$ cat src/rtl/key_event_if.sv
// Keycode/frame inputs and decoded key events between the USB
// keycode export and the game logic.
interface key_event_if;
  logic [7:0] keycode;
  logic       frame_clk;
  logic [5:0] held;
  logic       key_strobe;
  logic [2:0] key_id;
  logic       start_pulse;
  logic       frame_tick;

  modport master (
    output keycode,
    output frame_clk,
    input  held,
    input  key_strobe,
    input  key_id,
    input  start_pulse,
    input  frame_tick
  );

  modport slave (
    input  keycode,
    input  frame_clk,
    output held,
    output key_strobe,
    output key_id,
    output start_pulse,
    output frame_tick
  );
endinterface

$ cat src/rtl/key_event_decoder.sv
// Keycode glitch filter, frame-aligned held levels, press/repeat strobes.
// KEY_REPEAT_EN enables auto-repeat of held direction keys.
module key_event_decoder #(
  parameter logic [7:0]  KEY_P0_LEFT   = 8'h04,
  parameter logic [7:0]  KEY_P0_RIGHT  = 8'h07,
  parameter logic [7:0]  KEY_P0_UP     = 8'h1A,
  parameter logic [7:0]  KEY_P1_LEFT   = 8'h50,
  parameter logic [7:0]  KEY_P1_RIGHT  = 8'h4F,
  parameter logic [7:0]  KEY_P1_UP     = 8'h52,
  parameter logic [7:0]  KEY_START     = 8'h28,
  parameter int unsigned STABLE_CYCLES = 4,
  parameter int unsigned REPEAT_DELAY  = 15,
  parameter int unsigned REPEAT_RATE   = 4
) (
  input logic        Clk,
  input logic        Reset,
  key_event_if.slave bus
);

  if (STABLE_CYCLES == 0 || STABLE_CYCLES > 15 ||
      REPEAT_DELAY == 0 || REPEAT_DELAY > 63 ||
      REPEAT_RATE == 0 || REPEAT_RATE > 63) begin : g_cfg_err
    $error("key_event_decoder: parameter out of range");
  end

  typedef enum logic [1:0] {
    IDLE,
    PRESSED
`ifdef KEY_REPEAT_EN
    , REPEATING
`endif
  } state_e;

  localparam logic [3:0] STB_END = 4'(STABLE_CYCLES - 1);

  logic [7:0] key_q;
  logic [3:0] scnt_q, scnt_d;
  logic [7:0] stable_q, stable_d;
  logic [2:0] fs_q;
  logic       tick_q;
  logic       dec_q;
  logic [7:0] frame_q;
  logic [7:0] prev_q;
  state_e     state_q, state_d;
  logic [5:0] held;
  logic [2:0] id;
  logic       is_dir;
  logic       is_new;
  logic       strobe;

`ifdef KEY_REPEAT_EN
  localparam logic [5:0] DLY_END = 6'(REPEAT_DELAY - 1);
  localparam logic [5:0] RPT_END = 6'(REPEAT_RATE - 1);
  logic [5:0] rcnt_q, rcnt_d;
`endif

  always_comb begin
    scnt_d = scnt_q;
    if (bus.keycode != key_q) begin
      scnt_d = '0;
    end else if (scnt_q != STB_END) begin
      scnt_d = scnt_q + 4'd1;
    end
  end

  // key_q has matched itself STABLE_CYCLES samples in a row
  assign stable_d = (scnt_q == STB_END) ? key_q : stable_q;

  always_ff @(posedge Clk or negedge Reset) begin
    if (!Reset) begin
      key_q    <= '0;
      scnt_q   <= '0;
      stable_q <= '0;
      fs_q     <= '0;
      tick_q   <= 1'b0;
      dec_q    <= 1'b0;
      frame_q  <= '0;
      prev_q   <= '0;
    end else begin
      key_q    <= bus.keycode;
      scnt_q   <= scnt_d;
      stable_q <= stable_d;
      fs_q     <= {fs_q[1:0], bus.frame_clk};
      tick_q   <= fs_q[1] & ~fs_q[2];
      dec_q    <= tick_q;
      if (tick_q) begin
        prev_q  <= frame_q;
        frame_q <= stable_q;
      end
    end
  end

  always_comb begin
    held = '0;
    id   = '0;
    unique case (1'b1)
      (frame_q == KEY_P0_LEFT):  begin held[0] = 1'b1; id = 3'd1; end
      (frame_q == KEY_P0_RIGHT): begin held[1] = 1'b1; id = 3'd2; end
      (frame_q == KEY_P0_UP):    begin held[2] = 1'b1; id = 3'd3; end
      (frame_q == KEY_P1_LEFT):  begin held[3] = 1'b1; id = 3'd4; end
      (frame_q == KEY_P1_RIGHT): begin held[4] = 1'b1; id = 3'd5; end
      (frame_q == KEY_P1_UP):    begin held[5] = 1'b1; id = 3'd6; end
      default: ;
    endcase
  end

  assign is_dir = |held;
  assign is_new = frame_q != prev_q;

  always_comb begin
    state_d = state_q;
    strobe  = 1'b0;
`ifdef KEY_REPEAT_EN
    rcnt_d  = rcnt_q;
`endif
    if (dec_q) begin
      if (!is_dir) begin
        state_d = IDLE;
`ifdef KEY_REPEAT_EN
        rcnt_d  = '0;
`endif
      end else if (is_new) begin
        strobe  = 1'b1;
        state_d = PRESSED;
`ifdef KEY_REPEAT_EN
        rcnt_d  = '0;
      end else begin
        unique case (state_q)
          PRESSED: begin
            if (rcnt_q == DLY_END) begin
              strobe  = 1'b1;
              rcnt_d  = '0;
              state_d = REPEATING;
            end else begin
              rcnt_d = rcnt_q + 6'd1;
            end
          end
          REPEATING: begin
            if (rcnt_q == RPT_END) begin
              strobe = 1'b1;
              rcnt_d = '0;
            end else begin
              rcnt_d = rcnt_q + 6'd1;
            end
          end
          default: ;
        endcase
`endif
      end
    end
  end

  always_ff @(posedge Clk or negedge Reset) begin
    if (!Reset) begin
      state_q <= IDLE;
`ifdef KEY_REPEAT_EN
      rcnt_q  <= '0;
`endif
    end else begin
      state_q <= state_d;
`ifdef KEY_REPEAT_EN
      rcnt_q  <= rcnt_d;
`endif
    end
  end

  assign bus.held        = held;
  assign bus.key_strobe  = strobe;
  assign bus.key_id      = strobe ? id : 3'd0;
  assign bus.start_pulse = dec_q & (frame_q == KEY_START) &
                           (prev_q != KEY_START);
  assign bus.frame_tick  = tick_q;

endmodule

$ cat src/flat_wrapper.sv
// flat-port wrapper written by rule: the top's interface ports become plain ports
module key_event_decoder_flat 
#(
  parameter logic [7:0]  KEY_P0_LEFT   = 8'h04,
  parameter logic [7:0]  KEY_P0_RIGHT  = 8'h07,
  parameter logic [7:0]  KEY_P0_UP     = 8'h1A,
  parameter logic [7:0]  KEY_P1_LEFT   = 8'h50,
  parameter logic [7:0]  KEY_P1_RIGHT  = 8'h4F,
  parameter logic [7:0]  KEY_P1_UP     = 8'h52,
  parameter logic [7:0]  KEY_START     = 8'h28,
  parameter int unsigned STABLE_CYCLES = 4,
  parameter int unsigned REPEAT_DELAY  = 15,
  parameter int unsigned REPEAT_RATE   = 4
)
  (Clk, Reset, bus_keycode, bus_frame_clk, bus_held, bus_key_strobe, bus_key_id, bus_start_pulse, bus_frame_tick);
  key_event_if bus_i ();
  input logic Clk;
  input logic Reset;
  input wire logic [$bits(bus_i.keycode)-1:0] bus_keycode;
  input wire logic [$bits(bus_i.frame_clk)-1:0] bus_frame_clk;
  output wire logic [$bits(bus_i.held)-1:0] bus_held;
  output wire logic [$bits(bus_i.key_strobe)-1:0] bus_key_strobe;
  output wire logic [$bits(bus_i.key_id)-1:0] bus_key_id;
  output wire logic [$bits(bus_i.start_pulse)-1:0] bus_start_pulse;
  output wire logic [$bits(bus_i.frame_tick)-1:0] bus_frame_tick;
  assign bus_i.keycode = bus_keycode;
  assign bus_i.frame_clk = bus_frame_clk;
  assign bus_held = bus_i.held;
  assign bus_key_strobe = bus_i.key_strobe;
  assign bus_key_id = bus_i.key_id;
  assign bus_start_pulse = bus_i.start_pulse;
  assign bus_frame_tick = bus_i.frame_tick;
  key_event_decoder #(.KEY_P0_LEFT(KEY_P0_LEFT), .KEY_P0_RIGHT(KEY_P0_RIGHT), .KEY_P0_UP(KEY_P0_UP), .KEY_P1_LEFT(KEY_P1_LEFT), .KEY_P1_RIGHT(KEY_P1_RIGHT), .KEY_P1_UP(KEY_P1_UP), .KEY_START(KEY_START), .STABLE_CYCLES(STABLE_CYCLES), .REPEAT_DELAY(REPEAT_DELAY), .REPEAT_RATE(REPEAT_RATE)) u_core (.Clk(Clk), .Reset(Reset), .bus(bus_i));
endmodule
$ cat config.mk
export PLATFORM = sky130hd
export DESIGN_NAME = key_event_decoder_flat
export DESIGN_NICKNAME = d
export VERILOG_FILES = /design/src/rtl/key_event_if.sv /design/src/rtl/key_event_decoder.sv /design/src/flat_wrapper.sv
export SDC_FILE = /design/constraint.sdc
export NUM_CORES = 1
export LEC_CHECK = 0
export CAP_MARGIN = 10
export CORE_MARGIN = 1.5
export CORE_UTILIZATION = 50
export CTS_BUF_LIST = sky130_fd_sc_hd__clkbuf_4 sky130_fd_sc_hd__clkbuf_8
export DETAILED_ROUTE_END_ITERATION = 6
export DONT_BUFFER_PORTS = 1
export SETUP_SLACK_MARGIN = 0.4
export SYNTH_ARGS = -nofsm -noshare
export SYNTH_HDL_FRONTEND = slang
export SYNTH_SLANG_ARGS = --single-unit
$ cat constraint.sdc
create_clock -name Clk -period 3 [get_ports Clk]
set_input_delay 0.6 -clock Clk [delete_from_list [all_inputs] [get_ports Clk]]
set_output_delay 0.6 -clock Clk [all_outputs]
set_load 0.02 [all_outputs]
==> flow_metrics.py, run 1 <==
metrics = {
    "outcome": {
        "status": "finished, final reports clean",
    },
    "floorplanning": {
        "start_util_pct": 53.5,
        "dieArea_um2": 4050,
        "die_x_um": 63.7,
        "chipHeight_um": 63.7,
        "ioPinCount": 23,
        "rows": 21,
        "core_area_um2": 3440,
    },
    "detailed_routing": {
        "via_per_inst": 5.40,
        "wirelength_um": 3010,
        "firstDrtPassIters": 4,
        "detail_route.iter0.violations": 51,
        "drc": 0,
        "ant_nets": 0,
        "wl_per_cell_um": 15.5,
        "num_vias": 1053,
    },
    "logic_synthesis": {
        "netlist.area_leader.share_pct": 55.7,
        "async_flop_share_pct": 100,
        "ys_seq_elements": 41,
        "synth_area_per_cell_um2": 12.8,
        "synth_common_cells": "dfrtp_1, mux2_2, xor2_1",
        "synth-edff-count": 0,
        "synthFlopType": "dfrtp_1",
        "synth_top_area_cell": "dfrtp_1",
        "synthesis.nets": 156,
        "ys_seq_area_share_pct": 55.7,
        "yosysWarnings": 0,
        "syn_area_um2": 1840,
        "synthDistinctLibCells": 31,
        "synthTopCellsByArea": "dfrtp_1, mux2_2, xor2_1, xnor2_1, nand2_1",
        "synth_most_common_cell": "dfrtp_1",
        "synthCells": 144,
    },
    "timing": {
        "drv_slew": 0,
        "finalSetupViolCount": 0,
        "fin_ws_ns": 0.583,
        "final.min_clock_period_ns": 2.42,
        "finClkSkew_ns": 0.00612,
        "final.setup.tns_ns": 0,
        "fmax_ghz": 0.414,
        "rsz0062_at_grt": "no",
        "fin_crit_sh_pct": 80.6,
        "slew_headroom_pct": 44.5,
        "worst_pin_slew_ns": 0.832,
        "hold_viol_final": 0,
    },
    "worst_setup_path": {
        "max_stage_delay_ns": 0.49,
        "cp-start-kind": "register",
        "required_ns": 2.40,
        "crit_chain": "nor3b_2, nor4b_2, nand2_1, a31oi_2",
        "critical_path_arrival_ns": 1.82,
        "slowest_stage": "dfrtp_1",
        "critPathKind": "reg -> out",
        "crit_path_max_fanout": 7,
        "critical_path.endpoint_type": "output pin",
    },
    "clock_tree": {
        "cts_setup_buffers": 0,
        "clock_path_buffers": 2,
        "insertion_delay_ns": 0.29,
        "cts-buffers-inserted": 5,
        "cts.sinks": 41,
        "cts.clk_slew.worst_paths_ns": 0.08,
        "tritoncts": "done",
        "htreeDepth": 2,
        "cts.root.buffer_cell": "clkbuf_8",
    },
    "power": {
        "power_frac_comb_pct": 2.7,
        "p_sw_mw": 0.211,
        "total_leakage_power_nw": 0.925,
        "peakVddDrop_mv": 0.325,
        "clkPwrFrac_pct": 36.8,
        "swShare_pct": 22.4,
        "p_int_mw": 0.733,
        "seqPwrFrac_pct": 60.5,
        "power_density_nw_per_um2": 473,
    },
    "worst_hold_path": {
        "hp-class": "in -> async",
    },
    "layout": {
        "area_growth_pct": 8.50,
        "nets": 160,
        "layout-drive-gt1-share_pct": 28.9,
        "fillerInstances": 288,
        "diodes": 0,
        "final_cells": 195,
        "utilization_pct": 58.0,
    },
    "global_routing": {
        "grt_max_degree": 42,
        "grt_pass1_vias": 1098,
        "grt_usage_pct": 17.1,
        "grt_pass1_wl_um": 5290,
        "antenna_found_initial": 0,
        "grt_overflow": 0,
    },
    "run": {
        "drv_cap": 0,
    },
    "placement": {
        "dp_hpwl_um": 2100,
        "dp_slack_ns": 0.820,
        "gp_congestion": 0.812,
        "port_buffers": 0,
        "dp_cells": 186,
    },
}
cell families (layout without fill, tap and decap cells):
family,count (synthesis),after routing,share of synthesized area [%]
DFF,41,41,55.7
muxes,24,24,14.6
adders and majority gates,1,1,0.680
xor gates and xnor gates,19,19,9.04
AOI/OAI and AO/OA,9,9,2.72
and+or+nand+nor,39,39,14.3
buffers and inverters,11,16,2.92
area by class of cell:
class / count / area (um^2) / share of cell area [%]
timing repair buffer: 3 / 35.0 / 1.75
clock inverter: 3 / 17.5 / 0.877
multi-input combinational: 92 / 773 / 38.7
inverter: 5 / 18.8 / 0.940
sequential: 41 / 1030 / 51.4
tap: 46 / 57.6 / 2.88
clock buffer: 5 / 68.8 / 3.45
final timing paths:
| check | from | endpoint | slack, ns | depth (start not counted) |
|---|---|---|---|---|
| max | u_core.frame_q[5] | bus_key_id[1] | 0.58 | 4 |
| min | Reset | u_core.frame_q[5] | 0.15 | 1 |
| min in group Clk | bus_keycode[2] | u_core.key_q[2] | 0.33 | 0 |
| min reg2reg | u_core.fs_q[0] | u_core.fs_q[1] | 0.36 | 0 |
| max in group asynchronous | Reset | u_core.stable_q[2] | 2.66 | 1 |
| max reg2reg | u_core.scnt_q[0] | u_core.stable_q[6] | 1.53 | 4 |
stage by stage:
stage	instance area [um^2]	hold slack [ns]	power, mW
2_1_floorplan	1840	0.304	0.592
3_3_place_gp	1880	0.305	0.595
3_5_place_dp	1880	0.305	0.595
4_1_cts	1980	0.149	0.958
5_1_grt	2000	0.153	0.988
6_report	2000	0.147	0.944
cell usage in the layout, fill, tap and decap left out, types with 2 or more instances in the layout:
master    synthesis  layout
nor3_1            3       3
nor4_1            4       4
buf_4             2       2
inv_1             5       5
o21ai_0           3       3
mux2_2           23      23
nand2_1           8       8
nand3_1           2       2
a31oi_2           0       2
clkbuf_8          0       5
nor2_1            6       6
clkinv_2          0       2
a21oi_1           2       2
xor2_1           10      10
xnor2_1           9       9
nand4_1           2       2
nor3b_2           2       2
nor4b_1           2       2
nor2b_1           2       2
dfrtp_1          41      41
critical path: cells and delay by family (launching register included):
kind / cells / cell delay [ns]
simple gates: 3 / 0.75
flops: 1 / 0.49
compound gates: 1 / 0.29
state kept, by name (all words and copies together), names as in the netlist:
| name | flops |
|---|---|
| u_core.key_q | 8 |
| u_core.prev_q | 8 |
| u_core.scnt_q | 4 |
| u_core.bus.frame_tick | 1 |
| u_core.stable_q | 8 |
| u_core.frame_q | 8 |
| u_core.fs_q | 3 |
| u_core.dec_q | 1 |
metal layers:
layer	global-route usage [%]	routed length, um
met3	4.64	98
met5	0	0
met2	25.1	1400
met4	6.79	48
met1	24.0	1460
power groups by stage:
| stage | combinational, mW | sequential [mW] | clock (mW) |
|---|---|---|---|
| after global routing | 0.0298 | 0.573 | 0.385 |
| after global placement | 0.0126 | 0.582 | 0 |
| after detailed placement | 0.0125 | 0.583 | 0 |
| after floorplan | 0.0149 | 0.577 | 0 |
| after CTS | 0.0264 | 0.571 | 0.360 |
| final | 0.0254 | 0.571 | 0.348 |
timing repair:
action                                  in CTS  in global routing
hold endpoints to repair                    41                  0
hold buffers                                 1                  0
endpoints found under the setup margin       0                  2
resized for setup                            0                  2
No activity file was read; power rests on OpenSTA's default activity.
==> run 2, diff against run 1 <==
Clock period 3 ns to 2.24 ns, I/O delays scaled along.
==> run 2 against run 1 <==
Clock skew rose by 0.0015 ns; power rose by 45%; count of clock-buffer cells in the layout did not move; wire length rose by 8.7%; non-clock buffer count rose by 18; via count rose by 7.8%; critical path type unchanged; critical endpoint unchanged; largest power group unchanged.
==> flow_metrics.py, run 2 (synthesis results as in run 1) <==
metrics = {
    "timing": {
        "worst_pin_slew_ns": 0.551,
        "final.setup.tns_ns": 0,
        "finClkSkew_ns": 0.00766,
        "slew_headroom_pct": 62.8,
        "fmax_ghz": 0.472,
        "rsz0062_at_grt": "yes",
        "fin_crit_sh_pct": 94.6,
        "hold_viol_final": 0,
        "final.min_clock_period_ns": 2.12,
        "finalSetupViolCount": 0,
        "drv_slew": 0,
    },
    "placement": {
        "port_buffers": 0,
        "gp_congestion": 0.746,
        "dp_cells": 188,
        "placed_cell_area_um2": 1900,
        "dp_hpwl_um": 2100,
    },
    "power": {
        "total_leakage_power_nw": 1.01,
        "power_density_nw_per_um2": 602,
        "peakVddDrop_mv": 0.463,
    },
    "worst_setup_path": {
        "cp-start-kind": "register",
        "r2r_setup_slack_ns": 0.75,
        "r2r-start": "u_core.scnt_q[0]",
        "worstReg2RegEnd": "u_core.stable_q[1]",
        "critical_path.endpoint_type": "output pin",
        "required_ns": 1.79,
        "reg2reg_depth": 4,
        "critPathTopFamily": "simple AND/OR/NAND/NOR gates",
        "critPathKind": "reg -> out",
        "critical_path_arrival_ns": 1.67,
        "crit_path_max_fanout": 5,
        "crit_chain": "nand2b_2, nor4b_4, nand2_2, a31oi_4",
        "slowest_stage": "dfrtp_2",
        "worst-path-buf-inv": 0,
        "max_stage_delay_ns": 0.45,
    },
    "floorplanning": {
        "ioPinCount": 23,
        "start_util_pct": 53.5,
        "core_area_um2": 3440,
        "dieArea_um2": 4050,
        "chipHeight_um": 63.7,
        "rows": 21,
        "die_x_um": 63.7,
    },
    "worst_hold_path": {
        "hp-class": "in -> reg",
        "hold_start": "bus_keycode[7]",
        "min_delay_path_depth": 0,
        "min_to": "u_core.key_q[7]",
    },
    "detailed_routing": {
        "wirelength_um": 3270,
        "drc": 0,
        "ant_nets": 0,
        "firstDrtPassIters": 3,
        "num_vias": 1135,
        "via_per_inst": 5.35,
        "wl_per_cell_um": 15.4,
        "detail_route.iter0.violations": 64,
    },
    "clock_tree": {
        "cts-buffers-inserted": 5,
        "htreeDepth": 2,
        "cts.root.buffer_cell": "clkbuf_8",
        "tritoncts": "done",
        "insertion_delay_ns": 0.29,
        "cts.sinks": 41,
        "clock_path_buffers": 2,
        "cts.clk_slew.worst_paths_ns": 0.07,
    },
    "layout": {
        "area_growth_pct": 23.6,
        "final_cell_mix": "dfrtp_1, mux2_2, buf_4",
        "fillerInstances": 261,
        "final_common_cell": "dfrtp_1",
        "fin_area_um2": 2270,
        "layout-drive-gt1-share_pct": 48.2,
        "utilization_pct": 66.1,
        "nets": 178,
        "final_cells": 212,
        "diodes": 0,
    },
    "global_routing": {
        "grt_pass1_wl_um": 5840,
        "grt_max_degree": 42,
        "grt_overflow": 0,
        "grt_usage_pct": 19.2,
        "antenna_found_initial": 0,
        "grt_pass1_vias": 1248,
    },
    "outcome": {
        "status": "finished, final reports clean",
    },
    "run": {
        "drv_cap": 0,
    },
}
==> run 2: worst max path at each step <==
| stage | start | end | slack [ns] | depth (start not counted) |
|---|---|---|---|---|
| after global routing | u_core.frame_q[3] | bus_key_id[1] | 0.05 | 4 |
| after CTS | u_core.frame_q[4] | bus_key_strobe | 0.13 | 5 |
| after floorplan | u_core.frame_q[4] | bus_key_id[1] | 0.41 | 4 |
| after global placement | u_core.frame_q[2] | bus_key_id[1] | 0.34 | 4 |
| final | u_core.frame_q[2] | bus_key_id[1] | 0.12 | 4 |
| after detailed placement | u_core.frame_q[5] | bus_key_id[1] | 0.28 | 4 |
==> run 2: layer usage <==
metal | track usage, % | vias up | part of all wire [%]
met5 | 0 | - | 0
met4 | 9.51 | 0 | 2.0
met3 | 5.18 | 7 | 3.7
met2 | 30.4 | 25 | 49
met1 | 24.2 | 566 | 46
li1 | - | 537 | -
==> run 2: worst reg2reg max path: stages (launching register included) <==
cell,delay (ns)
dfrtp_1,0.39
ha_1,0.20
nor3b_1,0.25
buf_4,0.20
mux2_2,0.33
==> run 2: stage by stage <==
step / worst slack, ns / power (mW) / hold slack [ns]
final: 0.122 / 1.37 / 0.178
after global routing: 0.0493 / 1.42 / 0.157
after CTS: 0.133 / 1.39 / 0.168
after detailed placement: 0.282 / 0.799 / 0.153
after global placement: 0.336 / 0.798 / 0.153
after floorplan: 0.413 / 0.793 / 0.152
==> run 2: cell type report <==
class,instances,area [um^2],share of cell area (%)
Sequential cell,41,1040,45.5
Multi-Input combinational cell,92,863,38.0
Timing Repair Buffer,21,193,8.47
Clock buffer,5,68.8,3.03
Tap cell,46,57.6,2.53
Clock inverter,2,35.0,1.54
Inverter,5,21.3,0.935
==> run 2: power by group <==
group	leakage, nW	internal, mW	switching, mW	total [mW]
Clock	0.0540	0.324	0.242	0.566
Sequential	0.532	0.752	0.00890	0.761
Combinational	0.426	0.0173	0.0257	0.0430
==> run 2: repair_timing <==
item,4_1_cts,5_1_grt
hold buffers,2,0
buffers inserted,13,2
gates cloned,0,0
resized for setup,27,7
hold endpoints to repair,41,0
setup endpoints to repair,11,11
pin swaps,13,8
==> run 3, diff against run 2 <==
Settings changed: CORE_UTILIZATION 50 to 45, RECOVER_POWER set to 100.
==> run 3 against run 2 <==
Count of clock-buffer cells in the layout grew 2; worst hold slack gained 0.0073 ns; clock skew shrank 0.0028 ns; sequential share of layout area shrank 1.1 points; sequential cell count is the same; via count grew 6.5%; sequential power is essentially flat; critical path depth grew 1; global-route usage shrank 1.4 points; die area grew 11%.
==> flow_metrics.py, run 3 (synthesis results as in run 1) <==
metrics = {
    "global_routing": {
        "grt_max_degree": 42,
        "grt_pass1_wl_um": 5690,
        "antenna_found_initial": 0,
        "grt_usage_pct": 17.7,
        "grt_pass1_vias": 1198,
        "grt_overflow": 0,
    },
    "clock_tree": {
        "cts.sinks": 41,
        "clock_path_buffers": 2,
        "cts-buffers-inserted": 5,
        "cts.root.buffer_cell": "clkbuf_8",
        "cts.clk_slew.worst_paths_ns": 0.08,
        "htreeDepth": 2,
        "insertion_delay_ns": 0.29,
        "tritoncts": "done",
    },
    "worst_setup_path": {
        "required_ns": 1.79,
        "critical_path.endpoint_type": "output pin",
        "critical_path_arrival_ns": 1.72,
        "worstReg2RegEnd": "u_core.prev_q[6]",
        "cp-start-kind": "register",
        "crit_path_max_fanout": 5,
        "reg2reg_depth": 2,
        "critPathKind": "reg -> out",
        "r2r_setup_slack_ns": 0.52,
        "max_stage_delay_ns": 0.46,
        "cp-startpoint": "u_core.frame_q[4]",
        "crit_end": "bus_key_id[1]",
        "r2r-start": "u_core.bus.frame_tick",
        "slowest_stage": "dfrtp_2",
        "crit_chain": "nand2b_4, nor4b_4, nand3_2, a31oi_1, buf_4",
    },
    "detailed_routing": {
        "drc": 0,
        "detail_route.iter0.violations": 107,
        "ant_nets": 0,
        "wirelength_um": 3700,
        "num_vias": 1209,
        "firstDrtPassIters": 4,
        "via_per_inst": 5.33,
        "wl_per_cell_um": 16.3,
    },
    "timing": {
        "finClkSkew_ns": 0.00490,
        "slew_headroom_pct": 22.1,
        "drv_slew": 0,
        "rsz0062_at_grt": "yes",
        "finalSetupViolCount": 0,
        "fmax_ghz": 0.461,
        "hold_viol_final": 0,
        "fin_crit_sh_pct": 96.8,
        "final.setup.tns_ns": 0,
        "worst_pin_slew_ns": 1.17,
        "final.min_clock_period_ns": 2.17,
    },
    "placement": {
        "gp_congestion": 0.780,
        "dp_hpwl_um": 2210,
        "dp_cells": 193,
        "port_buffers": 0,
    },
    "power": {
        "clkPwrFrac_pct": 43.5,
        "p_sw_mw": 0.274,
        "swShare_pct": 19.4,
        "seqPwrFrac_pct": 53.7,
        "p_int_mw": 1.14,
        "peakVddDrop_mv": 0.435,
        "total_leakage_power_nw": 1.07,
        "power_density_nw_per_um2": 607,
        "power_frac_comb_pct": 2.8,
    },
    "layout": {
        "diodes": 0,
        "area_growth_pct": 26.6,
        "nets": 188,
        "final_cell_mix": "dfrtp_1, mux2_2, buf_4",
        "final_cells": 227,
        "layout-drive-gt1-share_pct": 48.0,
        "final_common_cell": "dfrtp_1",
    },
    "worst_hold_path": {
        "hold_start": "bus_keycode[5]",
        "hp-class": "in -> reg",
    },
    "floorplanning": {
        "rows": 23,
        "core_area_um2": 3970,
        "dieArea_um2": 4480,
        "chipHeight_um": 67.0,
        "ioPinCount": 23,
        "die_x_um": 67.0,
        "start_util_pct": 46.3,
    },
    "outcome": {
        "status": "finished, final reports clean",
    },
    "run": {
        "drv_cap": 0,
    },
}
==> run 3: cell count changes in the layout (fill, tap and decap cells not counted), moves of 2 or more <==
cell      change
buf_12        -2
clkbuf_1      +3
buf_4         +3
inv_2         -2
buf_6         +5
==> run 3: worst min path at each step <==
stage	slack, ns	depth (start not counted)	end
after global routing	0.16	0	u_core.key_q[7]
after detailed placement	0.15	0	u_core.bus.frame_tick
after floorplan	0.15	0	u_core.bus.frame_tick
final	0.19	0	u_core.key_q[5]
after CTS	0.18	0	u_core.key_q[1]
after global placement	0.15	0	u_core.bus.frame_tick
==> run 3: critical path: cells and delay by family, from the launching register on <==
family	cells	cell delay, ns
AO/OA/AOI/OAI	1	0.20
buffers and inverters	1	0.17
flip-flops	1	0.46
AND/OR/NAND/NOR	3	0.60
==> run 3: cell type report <==
type	count	area (um^2)
tap	50	62.6
fill	323	1640
inverter	5	28.8
multi-input combinational	92	836
clock buffer	7	90.1
clock inverter	1	30.0
timing repair buffer	31	248
sequential	41	1040
==> run 3: what timing repair did <==
action / CTS / global route
hold buffers: 2 / 0
pin swaps: 8 / 11
setup endpoints to repair: 11 / 11
buffers inserted: 14 / 10
gates resized for setup: 19 / 20
hold endpoints to repair: 41 / 0
==> run 3: power groups by stage <==
stage          sequential, mW  combinational [mW]  clock, mW
6_report                0.759              0.0401      0.615
5_1_grt                 0.761              0.0457      0.663
4_1_cts                 0.759              0.0463      0.631
3_5_place_dp            0.774              0.0256          0
3_3_place_gp            0.773              0.0250          0
2_1_floorplan           0.773              0.0200          0
==> run 3: layer usage <==
| metal | up-vias | track usage, % | wire (um) |
|---|---|---|---|
| met5 | - | 0 | 0 |
| met4 | 0 | 7.91 | 114 |
| met3 | 12 | 5.74 | 150 |
| met2 | 31 | 30.3 | 1900 |
| met1 | 606 | 20.2 | 1530 |
| li1 | 560 | - | - |
==> run 3: metrics by stage <==
step	instance area (um^2)	util (%)	hold slack, ns	total power, mW	setup WS, ns
finish	2330	58.7	0.186	1.41	0.0726
global route	2330	58.7	0.164	1.47	-0.0131
CTS	2210	55.7	0.175	1.44	0.129
detailed placement	1910	48.1	0.154	0.799	0.333
global placement	1910	48.1	0.154	0.798	0.364
floorplan	1850	-	0.152	0.793	0.413
